==> config.mk <==
export PLATFORM = sky130hd
export DESIGN_NAME = vx_jal_overload_ctl_flat
export DESIGN_NICKNAME = d
export VERILOG_FILES = /design/src/rtl/vx_jal_overload_ctl_pkg.sv /design/src/rtl/vx_jal_overload_ctl_if.sv /design/src/rtl/vx_jal_ovl_ravfile.sv /design/src/rtl/vx_jal_overload_ctl.sv /design/src/flat_wrapper.sv
export SDC_FILE = /design/constraint.sdc
export NUM_CORES = 1
export LEC_CHECK = 0
export CELL_PAD_IN_SITES_DETAIL_PLACEMENT = 1
export CELL_PAD_IN_SITES_GLOBAL_PLACEMENT = 1
export CORE_ASPECT_RATIO = 0.5
export CORE_MARGIN = 3
export CORE_UTILIZATION = 45
export CTS_CLUSTER_DIAMETER = 200
export DETAILED_ROUTE_END_ITERATION = 6
export GPL_TIMING_DRIVEN = 1
export PLACE_DENSITY_LB_ADDON = 0.3
export SLEW_MARGIN = 20
export SYNTH_ARGS = -nofsm -noshare
export SYNTH_HDL_FRONTEND = slang
export SYNTH_SLANG_ARGS = --single-unit
==> constraint.sdc <==
create_clock -name clk -period 4.38 [get_ports clk]
set_input_delay 0.657 -clock clk [delete_from_list [all_inputs] [get_ports clk]]
set_output_delay 0.657 -clock clk [all_outputs]
set_load 0.01 [all_outputs]
==> src/rtl/vx_jal_overload_ctl_pkg.sv <==
// Shared types and CSR layout for the JAL-overload
// thread-transfer controller.
package vx_jal_overload_ctl_pkg;

   typedef enum logic [1:0] {
      S_IDLE  = 2'd0,
      S_ARMED = 2'd1,
      S_DONE  = 2'd2,
      S_CLEAR = 2'd3
   } jal_ovl_state_t;

   localparam logic [1:0] CSR_RAVW0  = 2'd0;
   localparam logic [1:0] CSR_RAV    = 2'd1;
   localparam logic [1:0] CSR_JALOL  = 2'd2;
   localparam logic [1:0] CSR_STATUS = 2'd3;

   localparam int ST_STATE_LSB = 0;
   localparam int ST_STATE_W   = 2;
   localparam int ST_ERR_BIT   = 2;
   localparam int ST_MASK_LSB  = 3;

endpackage

==> src/rtl/vx_jal_overload_ctl_if.sv <==
// Request/completion handshake between the interrupt
// controller (master) and the JAL-overload controller (slave).
interface vx_jal_overload_ctl_if #(
   parameter int WARP_CNT = 4,
   parameter int XLEN     = 32
);

   logic                itr_req_valid;
   logic                itr_req_ready;
   logic [XLEN-1:0]     itr_req_rha;
   logic [WARP_CNT-1:0] itr_req_mask;
   logic                done_valid;
   logic                done_err;
   logic                done_ready;

   modport master (
      output itr_req_valid,
      output itr_req_rha,
      output itr_req_mask,
      output done_ready,
      input  itr_req_ready,
      input  done_valid,
      input  done_err
   );

   modport slave (
      input  itr_req_valid,
      input  itr_req_rha,
      input  itr_req_mask,
      input  done_ready,
      output itr_req_ready,
      output done_valid,
      output done_err
   );

endinterface

==> src/rtl/vx_jal_ovl_ravfile.sv <==
// Return-address store: one entry per warp plus a dedicated
// warp-0 entry; entry 0 of the array is never written.
module vx_jal_ovl_ravfile #(
   parameter int WARP_CNT = 4,
   parameter int XLEN     = 32,
   parameter int WL       = $clog2(WARP_CNT)
) (
   input  logic            clk,
   input  logic            reset_n,
   input  logic            we,
   input  logic [WL-1:0]   wid,
   input  logic [XLEN-1:0] wdata,
   input  logic            we_w0,
   input  logic [XLEN-1:0] wdata_w0,
   input  logic [WL-1:0]   rd_wid,
   output logic [XLEN-1:0] rd_data,
   output logic [XLEN-1:0] rd_w0
);

   logic [XLEN-1:0] rav [WARP_CNT];
   logic [XLEN-1:0] rav_w0;

   always_ff @(posedge clk or negedge reset_n) begin
      if (!reset_n) begin
         for (int i = 0; i < WARP_CNT; i++) begin
            rav[i] <= '0;
         end
      end else if (we && (wid != '0)) begin
         rav[wid] <= wdata;
      end
   end

   always_ff @(posedge clk or negedge reset_n) begin
      if (!reset_n) begin
         rav_w0 <= '0;
      end else if (we_w0) begin
         rav_w0 <= wdata_w0;
      end
   end

   assign rd_data = rav[rd_wid];
   assign rd_w0   = rav_w0;

endmodule

==> src/rtl/vx_jal_overload_ctl.sv <==
// Arms per-warp JAL overloading for a thread transfer, records
// return addresses, and reports completion or timeout.
module vx_jal_overload_ctl
   import vx_jal_overload_ctl_pkg::*;
#(
   parameter int WARP_CNT       = 4,
   parameter int XLEN           = 32,
   parameter int TIMEOUT_CYCLES = 4096,
   parameter int WL             = $clog2(WARP_CNT)
) (
   input  logic                clk,
   input  logic                reset_n,
   vx_jal_overload_ctl_if.slave itr,
   output logic [WARP_CNT-1:0] overload_jal,
   output logic [XLEN-1:0]     ret_handler_addr,
   input  logic                commit_ret_pc,
   input  logic [WL-1:0]       ret_pc_wid,
   input  logic [XLEN-1:0]     ret_pc,
   input  logic                commit_ret_pc_w0,
   input  logic [XLEN-1:0]     ret_pc_w0,
   input  logic [WARP_CNT-1:0] warp_hits,
   output logic                hits_clear,
   input  logic [1:0]          csr_addr,
   input  logic [WL-1:0]       csr_wid,
   output logic [XLEN-1:0]     csr_rdata
);

   localparam int TW =
      (TIMEOUT_CYCLES > 1) ? $clog2(TIMEOUT_CYCLES) : 1;

   jal_ovl_state_t      state;
   jal_ovl_state_t      state_nxt;
   logic [WARP_CNT-1:0] mask_q;
   logic [WARP_CNT-1:0] mask_nxt;
   logic [TW-1:0]       timer;
   logic                err_q;
   logic                req_fire;
   logic                done_fire;
   logic                all_hit;
   logic                timed_out;
   logic                armed;
   logic [XLEN-1:0]     rav_rd;
   logic [XLEN-1:0]     rav_w0;

   assign armed     = (state == S_ARMED);
   assign req_fire  = itr.itr_req_valid & (state == S_IDLE);
   assign done_fire = itr.done_ready & (state == S_DONE);
   assign all_hit   = ((warp_hits & mask_q) == mask_q);
   assign timed_out = (TIMEOUT_CYCLES != 0) &&
                      (timer == TW'(TIMEOUT_CYCLES - 1));
   assign mask_nxt  = req_fire ? itr.itr_req_mask : mask_q;

   always_ff @(posedge clk or negedge reset_n) begin
      if (!reset_n) begin
         state <= S_IDLE;
      end else begin
         state <= state_nxt;
      end
   end

   // completion wins over a timeout landing in the same cycle
   always_comb begin
      state_nxt = state;
      unique case (state)
         S_IDLE: begin
            if (req_fire) begin
               state_nxt = (itr.itr_req_mask == '0) ?
                           S_DONE : S_ARMED;
            end
         end
         S_ARMED: begin
            if (all_hit || timed_out) begin
               state_nxt = S_DONE;
            end
         end
         S_DONE: begin
            if (done_fire) begin
               state_nxt = S_CLEAR;
            end
         end
         S_CLEAR: state_nxt = S_IDLE;
         default: state_nxt = S_IDLE;
      endcase
   end

   always_comb begin
      itr.itr_req_ready = (state == S_IDLE);
      itr.done_valid    = (state == S_DONE);
      itr.done_err      = err_q;
      hits_clear        = (state == S_CLEAR);
   end

   always_ff @(posedge clk or negedge reset_n) begin
      if (!reset_n) begin
         mask_q           <= '0;
         ret_handler_addr <= '0;
      end else if (req_fire) begin
         mask_q           <= itr.itr_req_mask;
         ret_handler_addr <= itr.itr_req_rha;
      end
   end

   always_ff @(posedge clk or negedge reset_n) begin
      if (!reset_n) begin
         overload_jal <= '0;
      end else if (state_nxt == S_ARMED) begin
         overload_jal <= mask_nxt & ~warp_hits;
      end else begin
         overload_jal <= '0;
      end
   end

   always_ff @(posedge clk or negedge reset_n) begin
      if (!reset_n) begin
         timer <= '0;
      end else if (armed && (state_nxt == S_ARMED)) begin
         if (timer != '1) begin
            timer <= timer + TW'(1);
         end
      end else begin
         timer <= '0;
      end
   end

   // error flag lives only for the DONE phase it describes
   always_ff @(posedge clk or negedge reset_n) begin
      if (!reset_n) begin
         err_q <= 1'b0;
      end else if (state_nxt != S_DONE) begin
         err_q <= 1'b0;
      end else if (state != S_DONE) begin
         err_q <= armed & ~all_hit;
      end
   end

   vx_jal_ovl_ravfile #(
      .WARP_CNT (WARP_CNT),
      .XLEN     (XLEN),
      .WL       (WL)
   ) u_ravfile (
      .clk      (clk),
      .reset_n  (reset_n),
      .we       (armed & commit_ret_pc),
      .wid      (ret_pc_wid),
      .wdata    (ret_pc),
      .we_w0    (armed & commit_ret_pc_w0),
      .wdata_w0 (ret_pc_w0),
      .rd_wid   (csr_wid),
      .rd_data  (rav_rd),
      .rd_w0    (rav_w0)
   );

   always_comb begin
      csr_rdata = '0;
      unique case (1'b1)
         (csr_addr == CSR_RAVW0): csr_rdata = rav_w0;
         (csr_addr == CSR_RAV):   csr_rdata = rav_rd;
         (csr_addr == CSR_JALOL): begin
            csr_rdata[WARP_CNT-1:0] = overload_jal;
         end
         (csr_addr == CSR_STATUS): begin
            csr_rdata[ST_STATE_LSB +: ST_STATE_W] = state;
            csr_rdata[ST_ERR_BIT] = err_q;
            csr_rdata[ST_MASK_LSB +: WARP_CNT] = mask_q;
         end
         default: csr_rdata = '0;
      endcase
   end

endmodule

==> src/flat_wrapper.sv <==
// flat-port wrapper written by rule: the top's interface ports become plain ports
module vx_jal_overload_ctl_flat import vx_jal_overload_ctl_pkg::*;
#(
   parameter int WARP_CNT       = 4,
   parameter int XLEN           = 32,
   parameter int TIMEOUT_CYCLES = 4096,
   parameter int WL             = $clog2(WARP_CNT)
)
  (clk, reset_n, overload_jal, ret_handler_addr, commit_ret_pc, ret_pc_wid, ret_pc, commit_ret_pc_w0, ret_pc_w0, warp_hits, hits_clear, csr_addr, csr_wid, csr_rdata, itr_itr_req_valid, itr_itr_req_rha, itr_itr_req_mask, itr_done_ready, itr_itr_req_ready, itr_done_valid, itr_done_err);
  vx_jal_overload_ctl_if #(.WARP_CNT(WARP_CNT), .XLEN(XLEN)) itr_i ();
  input  logic clk;
  input  logic reset_n;
  output logic [WARP_CNT-1:0] overload_jal;
  output logic [XLEN-1:0] ret_handler_addr;
  input  logic commit_ret_pc;
  input  logic [WL-1:0] ret_pc_wid;
  input  logic [XLEN-1:0] ret_pc;
  input  logic commit_ret_pc_w0;
  input  logic [XLEN-1:0] ret_pc_w0;
  input  logic [WARP_CNT-1:0] warp_hits;
  output logic hits_clear;
  input  logic [1:0] csr_addr;
  input  logic [WL-1:0] csr_wid;
  output logic [XLEN-1:0] csr_rdata;
  input wire logic [$bits(itr_i.itr_req_valid)-1:0] itr_itr_req_valid;
  input wire logic [$bits(itr_i.itr_req_rha)-1:0] itr_itr_req_rha;
  input wire logic [$bits(itr_i.itr_req_mask)-1:0] itr_itr_req_mask;
  input wire logic [$bits(itr_i.done_ready)-1:0] itr_done_ready;
  output wire logic [$bits(itr_i.itr_req_ready)-1:0] itr_itr_req_ready;
  output wire logic [$bits(itr_i.done_valid)-1:0] itr_done_valid;
  output wire logic [$bits(itr_i.done_err)-1:0] itr_done_err;
  assign itr_i.itr_req_valid = itr_itr_req_valid;
  assign itr_i.itr_req_rha = itr_itr_req_rha;
  assign itr_i.itr_req_mask = itr_itr_req_mask;
  assign itr_i.done_ready = itr_done_ready;
  assign itr_itr_req_ready = itr_i.itr_req_ready;
  assign itr_done_valid = itr_i.done_valid;
  assign itr_done_err = itr_i.done_err;
  vx_jal_overload_ctl #(.WARP_CNT(WARP_CNT), .XLEN(XLEN), .TIMEOUT_CYCLES(TIMEOUT_CYCLES), .WL(WL)) u_core (.clk(clk), .reset_n(reset_n), .itr(itr_i), .overload_jal(overload_jal), .ret_handler_addr(ret_handler_addr), .commit_ret_pc(commit_ret_pc), .ret_pc_wid(ret_pc_wid), .ret_pc(ret_pc), .commit_ret_pc_w0(commit_ret_pc_w0), .ret_pc_w0(ret_pc_w0), .warp_hits(warp_hits), .hits_clear(hits_clear), .csr_addr(csr_addr), .csr_wid(csr_wid), .csr_rdata(csr_rdata));
endmodule
# Word level (Yosys, flattened, before mapping)
# Cells that the tools add are included.
classes:
  addsub: 1
  magnitude_cmp: 3
  n_eq_ne: 13
  n_mux: 20
  n_bitwise: 11
  reduce_logical: 9
ops:
  columns: ["op", "n"]
  rows:
  - ["bitwise mux 128 bit", 1]
  - ["2-to-1 mux 32 bit", 3]
  - ["binary-select mux 32 bit (select 2 bit)", 1]
  - ["demux 32 bit (select 2 bit)", 1]
  - ["one-hot mux 25 bit (2 select lines)", 1]
  - ["2-to-1 mux 12 bit", 2]
  - ["one-hot mux 4 bit (4 select lines)", 1]
  - ["adder 12 x 1 -> 12 bit, second input constant", 1]
  - ["equality test 12 bit, second input constant", 1]
  - ["inequality test 12 bit, second input constant", 1]
  - ["one-hot mux 3 bit (3 select lines)", 1]
  - ["bitwise AND 4 bit", 2]
  - ["equality test 2 bit, second input constant", 4]
  - ["2-to-1 mux 2 bit", 4]
  - ["2-to-1 mux 4 bit", 2]
  - ["one-hot mux 2 bit (4 select lines)", 1]
  - ["equality test 2 x 1 -> 1 bit, second input constant", 3]
  - ["greater-or-equal comparator 3 bit, second input constant", 2]
  - ["inequality test 2 bit, second input constant", 3]
  - ["inverter 2 -> 3 bit", 2]
  - ["bitwise AND 1 bit", 5]
  - ["equality test 4 bit", 1]
  - ["logical NOT 2 bit", 2]
  - ["logical NOT 4 bit", 1]
  - ["7 further kinds", 11]
word_totals:
  register_bits: 215
  output_inout_bits: 72
  word_cells: 68

# Depth between registers and ports, before layout
depth:
  ltp_word: 8
  mapped_depth: 6
  depth_no_buf: 5

# Hierarchy
# A second synthesis with hierarchy kept.
unflattened:
  hier_cells: 615
  area_unflattened_um2: 9310.2
modules_own_cells:
  columns: ["mod", "instances", "cells_per_inst", "area_each_um2"]
  rows:
  - ["vx_jal_ovl_ravfile", 1, 375, 6468.7]
  - ["vx_jal_overload_ctl", 1, 240, 2841.5]

# Worst setup path before layout
# OpenSTA, ideal clock, no wires.
synth_path:
  path_kind: "in2out"
  from: "input csr_wid[0]"
  to: "output csr_rdata[10]"
  t_arrival_ns: 1.750
  required_ns: 3.723
  path_slack_ns: 1.973
  path_stages: 6
  n_path_buf: 3
  cell_sequence: "buf_6 buf_8 buf_12 mux4_2 mux2i_1 nor2_1"
synth_via:
  elab_chain_cells: 5
synth_rtl:
  columns: ["element", "line_no", "rtl"]
  rows:
  - ["start, declared", "flat_wrapper.sv:23", "input logic [WL-1:0] csr_wid;"]
  - ["inverter 2 -> 3 bit (implied by the code)", "vx_jal_ovl_ravfile.sv:41", "assign rd_data = rav[rd_wid];"]
  - ["binary-select mux 32 bit (select 2 bit)", "vx_jal_ovl_ravfile.sv:41", null]
  - ["2-to-1 mux 32 bit (implied by the code) (2 in a row)", "vx_jal_ovl_ravfile.sv:41", null]
  - ["one-hot mux 25 bit (2 select lines)", "vx_jal_overload_ctl.sv:155", "unique case (1'b1)"]
  - ["end, declared", "flat_wrapper.sv:24", "output logic [XLEN-1:0] csr_rdata;"]
# Every way passes these cells. The select of a mux whose other input is x is not followed.

# Final worst setup path
layout_path:
  from: "input csr_wid[0]"
  to: "output csr_rdata[15]"
# The elaborated chain is that of the path after synthesis.

==> run_results.csv <==
group,metric,value,unit
clocking,post_cts_buffers,0,
logic_synthesis,synthArstFlopShare,1.00,
route,drtIter0Drc,228,
power,p_total,7.38,mW
clocking,clk_latency,0.49,ns
layout,final_cells,1055,
clocking,cts_hold_buffers,0,
logic_synthesis,synth_fp_nets,734,
clocking,h-tree-depth,1,
logic_synthesis,synth_commonest_cells,"215 x dfrtp_1, 151 x mux2_2, 37 x nor2_1",
sta,finalSetupViolCount,0,
sta,final-hold-violation-count,0,
layout,finalNetCount,892,
logic_synthesis,yosysMostFrequentCell,"dfrtp_1",
grt,gr-total-overflow,0,
sta,setup_slack,1.13,ns
route,wire_per_inst,21.9,um
route,ant_nets,0,
setup_path,ff2ff_setup_slack,1.93,ns
power,pwr-share-comb,0.319,
logic_synthesis,yosysTopAreaCell,"dfrtp_1",
grt,antenna_found_initial,0,
clocking,cts_buffers,20,
logic_synthesis,synth_edf_count,0,
logic_synthesis,ys.flop_type,"dfrtp_1",
clocking,cts-resized-gates,0,
layout,fin_util,0.602,
logic_synthesis,ys_ff_latch,215,
sta,fin_crit,3.25,ns
setup_path,reg2reg_depth,5,
floorplan,die_x,210,um
clocking,cts.sinks,215,
clocking,cts_max_path_buffers,3,
power,switching_share,0.283,
route,drc,0,
route,vias,5648,
power,clockPowerShare,0.247,
setup_path,crit_path_start,"csr_wid[0]",
route,dr.pass1.iters,4,
floorplan,coreArea,19900,um2
power,intPower,5.29,mW
route,wl,23100,um
grt,grtUsageTotal,0.206,
logic_synthesis,yosysTopAreaCellShare,0.577,
logic_synthesis,yosysSeqAreaShare,0.577,
sta,finalCritPeriodShare,0.742,
power,ir_drop,235,uV
hold_path,min_path_type,"in2async",
power,p_per_area,616,nW/um2
clocking,cts_root_buffer,"clkbuf_16",
place,detailedPlace.worstSlack,1.08,ns
floorplan,ioPinCount,188,
layout,n_antenna_cell,0,
logic_synthesis,ys.warnings.count,0,
setup_path,start_kind,"input pin",
layout,syn_to_final_growth,28.4,%
clocking,clkTransAtPathRegs,0.07,ns
sta,finClkSkew,0.0129,ns
sta,fin_tns_setup,0,ns
setup_path,worstPathRequired,3.72,ns
grt,grt_pass1_vias,6310,
outcome,status,"finished clean",
power,power.leakage,5.15,nW
job,max-cap-violations,0,
logic_synthesis,synth.area.top_cells,"dfrtp_1 58%, mux2_2 18%, mux4_2 6.8%, mux2i_1 2.7%, mux4_1 2.3%",
place,place_inst,1018,
setup_path,crit_type,"in2out",
sta,rsz0062_at_grt,"no",
logic_synthesis,synthCells,617,
place,place_hpwl,15500,um
floorplan,dieArea,22600,um2
grt,grt_pass1_wl,36300,um
layout,drive_above_1_share,0.299,
power,p_sw,2.09,mW
grt,grt_max_degree,132,
power,pwr-share-seq,0.434,
sta,relSlewSlack,0.289,
floorplan,row_count,36,
sta,max_freq,308,MHz
logic_synthesis,avgSynthCellArea,15.1,um2
logic_synthesis,synth_cell_type_count,43,
floorplan,dieHeight,108,um
setup_path,reg2reg_from,"u_core.state[1]$_DFF_PN0_",
place,gp_congestion,0.777,
place,port_buffers,187,
route,post_drt_via_cell_ratio,5.35,
setup_path,worstSetupEndpointType,"primary output",
sta,tightest_slew,1.06,ns
setup_path,worstReg2RegEnd,"u_core.u_ravfile.rav[89]$_DFFE_PN0P_",
setup_path,critPathMaxFanout,13,
floorplan,start_util,0.469,
sta,drv_slew,0,
setup_path,cp_data_arrival_time,2.59,ns
clocking,tritoncts,"yes",
setup_path,crit_end,"csr_rdata[15]",
logic_synthesis,syn_area,9330,um2
## critical path: stages
cell and delay (ns):
buf_2 0.27, buf_4 0.35, mux4_1 0.59, mux2i_1 0.15, nor2_1 0.06, clkdlybuf4s50_1 0.49
## metal layers
metal | part of all wire | GRT usage | up-vias
met5 | 0 | 0 | -
met2 | 0.51 | 0.367 | 118
met3 | 0.038 | 0.0314 | 30
li1 | - | - | 2529
met1 | 0.43 | 0.270 | 2971
met4 | 0.019 | 0.0425 | 0
## stage by stage
stage,hold WS [ns],cell area [um2]
3_5_place_dp,0.363,11300
3_3_place_gp,0.358,11300
6_report,0.0261,12000
2_1_floorplan,0.361,9330
4_1_cts,0.305,12000
5_1_grt,0.0324,12000
## kinds of logic (layout without fill, tap and decap cells)
logic type / after synthesis / after routing / synth area share
fa+ha+maj: 1 / 1 / 0.00134
xor+xnor: 8 / 8 / 0.00751
flops: 215 / 215 / 0.577
mux: 225 / 225 / 0.315
simple gates: 88 / 88 / 0.0489
compound gates: 16 / 16 / 0.0126
buf+inv: 64 / 236 / 0.0382
## layout make-up
type | instances | area [um2]
clock buffers | 27 | 578
multi-input cells | 338 | 3600
well taps | 266 | 333
fillers | 1890 | 7930
clock inverters | 9 | 106
flip-flops and latches | 215 | 5380
inverters | 2 | 7.51
repair buffers | 198 | 1980
## how the worst min path moves through the flow
stage | to | slack [ns] | cells after the start
global route | u_core.ret_handler_addr[8]$_DFFE_PN0P_ | 0.03 | 1
global placement | u_core.u_ravfile.rav[113]$_DFFE_PN0P_ | 0.36 | 0
finish | u_core.ret_handler_addr[26]$_DFFE_PN0P_ | 0.03 | 1
detailed placement | u_core.u_ravfile.rav[120]$_DFFE_PN0P_ | 0.36 | 0
CTS | u_core.ret_handler_addr[28]$_DFFE_PN0P_ | 0.31 | 1
floorplan | u_core.itr.done_err$_DFFE_PN0P_ | 0.36 | 0
## registers in the layout, summed over array words and instances, names as in the netlist
name	flops
u_core.timer	12
u_core.u_ravfile.rav	128
u_core.mask_q	4
u_core.state	2
u_core.u_ravfile.rd_w0	32
u_core.itr.done_err	1
u_core.overload_jal	4
u_core.ret_handler_addr	32
## cell usage in the layout, fill, tap and decap left out, drive strengths merged
cell           netlist  layout
nand2b               6       6
bufinv               0       2
a32oi                1       1
nor3                 2       2
dfrtp              215     215
clkbuf              36      27
mux4                36      36
clkinv               0       6
and3b                1       1
or4                  1       1
ha                   1       1
and2                 1       1
a41oi                1       1
nor2b                1       1
inv                  2       3
clkdlybuf4s50        0     183
and4b                1       1
mux2               164     164
a22o                 1       1
nand4                4       4
a21oi                6       6
a31oi                4       4
xor2                 5       5
o21ba                1       1
nand3                5       5
nor2                39      39
nand2               14      14
and4                 3       3
o211ai               1       1
mux2i               25      25
a211oi               1       1
and2b                1       1
buf                 26      15
xnor2                3       3
nor4b                4       4
nor3b                1       1
and3                 4       4
## power groups by stage
stage / registers (mW) / clock network, mW / logic, mW
2_1_floorplan: 3.16 / 0 / 1.35
3_3_place_gp: 3.16 / 0 / 2.27
3_5_place_dp: 3.23 / 0 / 2.37
4_1_cts: 3.21 / 1.86 / 2.39
5_1_grt: 3.31 / 1.97 / 2.54
6_report: 3.20 / 1.82 / 2.35
Note: power is estimated with default switching activity, not from simulation.
